<file path="src/rtl/arb_pkg.sv">
// Shared definitions for the round-robin arbiter and its priority encoder.
// Kept as a package so the encoder can be reused elsewhere in the datapath.
package arb_pkg;

  localparam int N_REQ = 8;
  localparam int IDX_W = 3;

  typedef enum logic {
    IDLE  = 1'b0,
    GRANT = 1'b1
  } state_e;

  // Pointer arithmetic wraps naturally in IDX_W bits (7 + 1 -> 0).
  function automatic logic [IDX_W-1:0] next_ptr(input logic [IDX_W-1:0] idx);
    return idx + 1'b1;
  endfunction

endpackage

</file>
<file path="src/rtl/prio_enc8.sv">
// Combinational 8-to-3 priority encoder; the lowest set bit wins.
// invalid flags an all-zero input, in which case idx is 0.
module prio_enc8
  import arb_pkg::*;
(
  input  logic [N_REQ-1:0] vec,
  output logic [IDX_W-1:0] idx,
  output logic             invalid
);

  always_comb begin
    idx = '0;
    // Scan from the top so the lowest set bit is the last one written.
    for (int i = N_REQ - 1; i >= 0; i--) begin
      if (vec[i]) begin
        idx = i[IDX_W-1:0];
      end
    end
  end

  assign invalid = ~|vec;

endmodule

</file>
<file path="src/rtl/rr_arbiter8.sv">
// Round-robin arbiter for eight requesters with an optional hold-time limit.
// All outputs are registered; priority rotates one past the last owner.
module rr_arbiter8
  import arb_pkg::*;
#(
  parameter int MAX_HOLD = 16,
  parameter int HOLD_W   = 5
) (
  input  logic             clk,
  input  logic             rst_n,
  input  logic [N_REQ-1:0] req,
  input  logic             rel,
  output logic [N_REQ-1:0] gnt,
  output logic [IDX_W-1:0] gnt_idx,
  output logic             gnt_valid,
  output logic             revoke
);

  // With the limit disabled the counter simply saturates at all-ones.
  localparam logic [HOLD_W-1:0] HOLD_LAST =
    (MAX_HOLD == 0) ? {HOLD_W{1'b1}} : HOLD_W'(MAX_HOLD - 1);

  state_e             state_q;
  logic [IDX_W-1:0]   ptr_q;
  logic [IDX_W-1:0]   idx_q;
  logic [N_REQ-1:0]   gnt_q;
  logic               gnt_valid_q;
  logic               revoke_q;
  logic [HOLD_W-1:0]  hold_q;

  logic [2*N_REQ-1:0] req_dbl;
  logic [N_REQ-1:0]   req_rot;
  logic [IDX_W-1:0]   enc_idx;
  logic               enc_invalid;
  logic [IDX_W-1:0]   winner_d;
  logic [N_REQ-1:0]   gnt_d;
  logic               owner_wd;
  logic               lim_hit;
  logic               grant_end;

  // Rotate right by ptr so the pointer position lands at bit 0.
  assign req_dbl = {req, req} >> ptr_q;
  assign req_rot = req_dbl[N_REQ-1:0];

  prio_enc8 u_enc (
    .vec     (req_rot),
    .idx     (enc_idx),
    .invalid (enc_invalid)
  );

  assign winner_d  = enc_idx + ptr_q;
  assign gnt_d     = {{(N_REQ-1){1'b0}}, 1'b1} << winner_d;

  assign owner_wd  = ~req[idx_q];
  assign lim_hit   = (MAX_HOLD != 0) && (hold_q == HOLD_LAST);
  assign grant_end = rel | owner_wd | lim_hit;

  always_ff @(posedge clk or negedge rst_n) begin
    if (!rst_n) begin
      state_q     <= IDLE;
      ptr_q       <= '0;
      idx_q       <= '0;
      gnt_q       <= '0;
      gnt_valid_q <= 1'b0;
      revoke_q    <= 1'b0;
      hold_q      <= '0;
    end else begin
      revoke_q <= 1'b0;
      case (state_q)
        IDLE: begin
          if (!enc_invalid) begin
            gnt_q       <= gnt_d;
            idx_q       <= winner_d;
            gnt_valid_q <= 1'b1;
            hold_q      <= '0;
            state_q     <= GRANT;
          end
        end
        GRANT: begin
          if (grant_end) begin
            gnt_q       <= '0;
            gnt_valid_q <= 1'b0;
            ptr_q       <= next_ptr(idx_q);
            state_q     <= IDLE;
            // A voluntary end (release or withdrawal) masks the forced one.
            revoke_q    <= lim_hit & ~rel & ~owner_wd;
          end else if (hold_q != HOLD_LAST) begin
            hold_q <= hold_q + 1'b1;
          end
        end
        default: state_q <= IDLE;
      endcase
    end
  end

  assign gnt       = gnt_q;
  assign gnt_idx   = idx_q;
  assign gnt_valid = gnt_valid_q;
  assign revoke    = revoke_q;

endmodule

</file>
<file path="config.mk">
export PLATFORM = sky130hd
export DESIGN_NAME = rr_arbiter8
export DESIGN_NICKNAME = d
export VERILOG_FILES = /design/src/rtl/arb_pkg.sv /design/src/rtl/prio_enc8.sv /design/src/rtl/rr_arbiter8.sv
export SDC_FILE = /design/constraint.sdc
export NUM_CORES = 1
export LEC_CHECK = 0
export CAP_MARGIN = 20
export CORE_MARGIN = 8
export CORE_UTILIZATION = 60
export CTS_CLUSTER_DIAMETER = 150
export DETAILED_ROUTE_END_ITERATION = 10
export DONT_BUFFER_PORTS = 1
export GPL_TIMING_DRIVEN = 1
export PLACE_DENSITY = 0.75
export SLEW_MARGIN = 20
export SYNTH_ARGS = -nofsm -noshare
export SYNTH_HDL_FRONTEND = slang
export SYNTH_SLANG_ARGS = --single-unit
</file>
<file path="constraint.sdc">
create_clock -name clk -period 9.2 [get_ports clk]
set_input_delay 1.84 -clock clk [delete_from_list [all_inputs] [get_ports clk]]
set_output_delay 1.84 -clock clk [all_outputs]
set_load 0.02 [all_outputs]
</file>
* Word-level counts from Yosys, hierarchy flattened
Cells that the tools add are included.
** Word-level totals
- Memories kept :: 0
- Flip-flop bits (word level) :: 22
- RAM bits :: 0
- Word-level logic and storage cells :: 56
- Output and inout port bits :: 13
- Memory bits (read-only) :: 0
- Latch bits :: 0
** Cells by class
- $lt $le $gt $ge :: 1
- Reductions and logical operators :: 5
- Multiplexer cells :: 25
- Bitwise logic cells :: 7
- Equality and inequality tests :: 6
- Divide/modulo/power cells :: 0
- Add/sub/neg operators :: 3
- Multiply operators :: 0
- Shifts and indexed selects :: 2
** Operators by type and width (count)
- $mux W3 :: 8
- $mux W8 :: 2
- $pmux W8 S2 :: 1
- $shr A16 B3 Y8 :: 1
- $mux W5 :: 3
- $pmux W5 S2 :: 1
- $reduce_or A8 Y1 :: 1
- $shl A1 B3 Y8 const A :: 1
- $mux W1 :: 7
- $reduce_and A2 Y1 :: 3
- $add A5 B1 Y5 const B :: 1
- $eq A5 B4 Y1 const B :: 1
- $ne A5 B4 Y1 const B :: 1
- $lt A3 B4 Y1 const B :: 1
- $ne A2 B1 Y1 const B :: 2
- $ne A2 B2 Y1 const B :: 2
- $pmux W1 S2 :: 2
- $add A3 B1 Y3 const B :: 1
- $add A3 B3 Y3 :: 1
- $bmux W1 S3 :: 1
- $not A1 Y1 :: 3
- $reduce_and A3 Y1 :: 1
- $and A1 B1 Y1 :: 2
- $or A1 B1 Y1 :: 2

* Logic depth before layout (Yosys ltp)
- Word-level depth :: 13
- Gate-level depth with buffers :: 14
- Depth with buffers taken out :: 12

* Cells and area by module
Synthesis repeated with hierarchy kept, for this count alone.
** Second synthesis, totals
- Cells, all modules :: 145
- Area total of the unflattened synthesis :: 1532.7 µm²
** By module, submodules not included
- rr_arbiter8 :: cells an instance 131, area each 1446.4 µm², times used 1
- prio_enc8 :: cells an instance 14, area each 86.3 µm², times used 1

* Worst setup path before layout
OpenSTA, ideal clock, no wires.
- Path type :: input-to-reg
- Start point :: input req[2]
- End point :: register gnt_q[3] (netlist: gnt[3])
- Path buffers :: 1
- Cell stages on the path :: 12
- Required time :: 9.134 ns
- Slack :: 4.843 ns
- Arrival time :: 4.291 ns
- Cells stage by stage :: buf_2 mux2_2 o311ai_0 a21oi_1 o21ai_0 a32o_1 ha_1 inv_1 fa_1 xnor2_1 mux2i_1 a22o_1
** On the way
- Longest elaborated chain between the ends :: 13
- Elaborated cells on any way between the ends :: 22
- Classes of those cells :: add/sub: 1; eq/ne: 2; shift: 2; mux: 12; bitwise: 3; reduce/logical: 2
** Ends and longest elaborated chain
- start, declared :: RTL line rr_arbiter8.sv:11 : input logic [N_REQ-1:0] req,
- $shr A16 B3 Y8 :: RTL line rr_arbiter8.sv:42 : assign req_dbl = {req, req} >> ptr_q;
- $mux W3 (8 in a row) :: RTL line prio_enc8.sv:15 : if (vec[i]) begin
- $add A3 B3 Y3 :: RTL line rr_arbiter8.sv:51 : assign winner_d = enc_idx + ptr_q;
- $shl A1 B3 Y8 :: RTL line rr_arbiter8.sv:52 : assign gnt_d = {{(N_REQ-1){1'b0}}, 1'b1} << winner_d;
- $mux W8 :: RTL line rr_arbiter8.sv:71 : if (!enc_invalid) begin
- $pmux W8 S2 :: RTL line rr_arbiter8.sv:69 : case (state_q)
- end signal, assigned :: RTL line rr_arbiter8.sv:72 : gnt_q <= gnt_d;
- end, declared :: RTL line rr_arbiter8.sv:26 : logic [N_REQ-1:0] gnt_q;
Several ways; a longest one is shown, not always the timed one. The select of a mux whose other input is x is not followed.
A chain may end at the register's enable or synchronous reset.

* Worst setup path in the final report
- Start point :: input req[4]
- End point :: register gnt_q[3] (netlist: gnt[3])
Same word-level chain as after synthesis.

==> results.md <==
* Reg2Reg Setup Slack at 5.29 ns
* CTS tree: done
* Max-cap viol count at 0
* Critical path's slowest cell: mux2i_1
* Hold Crit Class: flop to flop
* Most used DFF post-synth: dfrtp_1
* Antenna-violating nets left at 0
* Net count, final at 184
* Synth-to-Final Area Change at -0.872%
* Via/cell ratio at 6.90
* Async set or reset register ratio after synthesis at 100%
* CTS clk-pin slew, worst paths at 0.11 ns
* Highest ir drop seen on vdd at 0.249 mV
* Synth top area share at 32.0%
* Initial core utilization at 63.0%
* Worst setup EP type: flop
* Initial DRC count at 167
* # IOs at 24
* Worst-margin pin slew at 1.03 ns
* DPL Wire Length at 2.79 mm
* CTS Root Cell: clkbuf_4
* Post-synth EDFFs at 0
* Fin worst setup slack at 4.97 ns
* Final Hold Viols at 0
* CP startpoint: req[4]
* Detailed-route via count at 1360
* Port-buffer cells at 0
* Register area share after synthesis at 32.0%
* Startpoint types: input pin
* Avg Inst Size Synth at 9.78 µm²
* R2R depth at 11
* Area contributors post-synth: dfrtp_1, mux2i_1, nor3_1
* Crit-path cells: mux2_2 -> o311ai_0 -> a21oi_1 -> o21ai_0 -> a32o_1 -> ha_1 -> inv_1 -> fa_1 -> xnor2_1 -> mux2i_1 -> a22o_1
* Reg-to-reg endpoint: gnt[3]
* Final setup violation count at 0
* Post-CTS Resized at 0
* Synth warnings at 0
* Fillers at 238
* Seq cells post-synth at 22
* Status: finished, final reports clean
* N_diodes at 0
* Critical path required time at 9.44 ns
* Max FO, Critical Path at 8
* Post-Synthesis Cells at 176
* Highest Clock Rate at 236 MHz
* Slew headroom at 31.2%
* Mapped Area at 1720 µm²
* CP arrival at 4.47 ns
* R2r startpoint: ptr_q[1]
* Max Slew Vio Count at 0
* Clock Sinks at 22
* Num CTS Buffers at 3
* Worst-skew pair later-pin latency at 0.30 ns
* Final hold slack at 0.511 ns
* Distinct cells, synth at 43
* P_leak at 0.000687 µW
* Setup_tns at 0 ns
* Final Power at 668 µW
* Minimum clock period at 4.23 ns
* # rows at 19
* DRC at 0
* Clock skew at 0.00841 ns
* Die area at 4840 µm²
* Largest net degree at the start of global routing at 33
* Vias in the first global route at 1306
* Util after Layout at 62.4%
* Initial antenna violation count at 0
* Worst path max stage delay at 0.50 ns
* Routability cong. at 0.861
* Power Density at 392 nW/µm²
* Overflow after GRT at 0
* Post-CTS Setup Bufs at 0
* Depth of the CTS H-tree at 1
* GRT Util Overall at 15.7%
* Pre-CTS setup slack at 4.69 ns
* Pre-antenna DRT Iters at 4
* Critical Path End: gnt[3]
* Core Footprint at 2730 µm²
* RSZ-0062 raised after global routing: no
* First-pass GRT wire length at 6.52 mm
* Die height at 69.6 µm
* Die Width at 69.6 µm
* CP Class: input pin to flop
* Cell taking the most area after synthesis: dfrtp_1
* WL/cell at 19.2 µm
* Clk buf depth at 2
* Final period utilization at 46.0%
* Layout cell share with drive strength beyond 1 at 11.4%
* Hold-fix buffers, CTS at 0
* Post-synthesis net count at 192
* Final WL at 3.78 mm
[registers in the layout (all words and copies together) (netlist names)]
signal / count
gnt: 8
gnt_idx: 3
gnt_valid: 1
hold_q: 5
ptr_q: 3
revoke: 1
state_q: 1
[worst max-delay path, delay by kind of cell]
kind / cells / cell delay, ns
AOI/OAI and AO/OA: 5 / 1.03
xor gates and xnor gates: 1 / 0.26
adders and majority gates: 2 / 0.51
buffers and inverters: 1 / 0.05
muxes: 2 / 0.78
[through the flow]
stage	instances	cell area, µm²
floorplan	176	1720
CTS	197	1710
global route	197	1710
finish	197	1710
global placement	194	1680
detailed placement	194	1680
[final cells by class]
cell class,count,area (µm²),share of cell area [%]
Multi-Input combinational cell,132,1060,62.2
Tap cell,31,38.8,2.27
Clock buffer,3,22.5,1.32
Sequential cell,22,551,32.3
Inverter,9,33.8,1.98
[metal layers]
layer | global-route usage, % | vias up | share of wire [%]
met5 | 0 | - | 0
met4 | 6.38 | 0 | 1.5
met3 | 3.86 | 8 | 7.5
met2 | 25.1 | 41 | 50
met1 | 19.7 | 664 | 41
li1 | - | 647 | -
[layout by cell type (no fill, tap or decap), drive strengths merged, types with 2 or more instances in the layout]
cell type,Yosys,final
a22o,8,8
xnor2,2,2
dfrtp,22,22
and3,2,2
nor2,3,3
o211ai,2,2
nor4,8,8
nand2b,3,3
nor3,22,22
o21ai,9,9
mux4,4,4
a21oi,7,7
or4,2,2
mux2,7,7
o22ai,2,2
clkbuf,1,3
mux2i,12,12
ha,4,4
nand3,2,2
nor2b,2,2
nand2,7,7
inv,9,9
or3,3,3
nor3b,11,11
[cells in the mapped netlist, types with 2 or more instances]
library cell	number
nor2b_1	2
nand2b_1	3
o22ai_1	2
buf_2	7
nor3b_1	8
dfrtp_1	22
nor4_1	6
inv_1	9
ha_1	4
mux2_2	7
nand3_1	2
buf_6	2
o21ai_0	8
or3_1	3
nor3b_2	3
nor3_1	22
mux4_2	2
xnor2_1	2
or4_1	2
buf_1	2
nor4_4	2
nor2_1	3
mux4_1	2
mux2i_1	12
and3_1	2
a22o_1	8
a21oi_1	7
nand2_1	7
[worst min-delay path by stage]
stage / cells past startpoint / from / end
after floorplan: 1 / hold_q[0] / hold_q[0]
after global placement: 1 / hold_q[0] / hold_q[0]
after detailed placement: 1 / hold_q[0] / hold_q[0]
after CTS: 1 / hold_q[0] / hold_q[0]
after global routing: 1 / hold_q[0] / hold_q[0]
final: 1 / hold_q[0] / hold_q[0]
[logic make-up (layout without fill, tap and decap cells)]
| family | count (synthesis) | count (layout) | share of synthesized area (%) |
|---|---|---|---|
| compound gates | 34 | 34 | 14.2 |
| flops | 22 | 22 | 32.0 |
| fa+ha+maj | 5 | 5 | 4.07 |
| xor+xnor | 2 | 2 | 1.02 |
| mux | 23 | 23 | 17.2 |
| simple gates | 68 | 68 | 25.1 |
| buf+inv | 22 | 12 | 6.40 |
[power breakdown]
part	total [µW]	switching (µW)	internal, µW
clock	41.4	26.1	15.3
sequential	216	89.8	127
combinational	410	211	199
total	668	327	341
(Power assumes the default switching activity.)
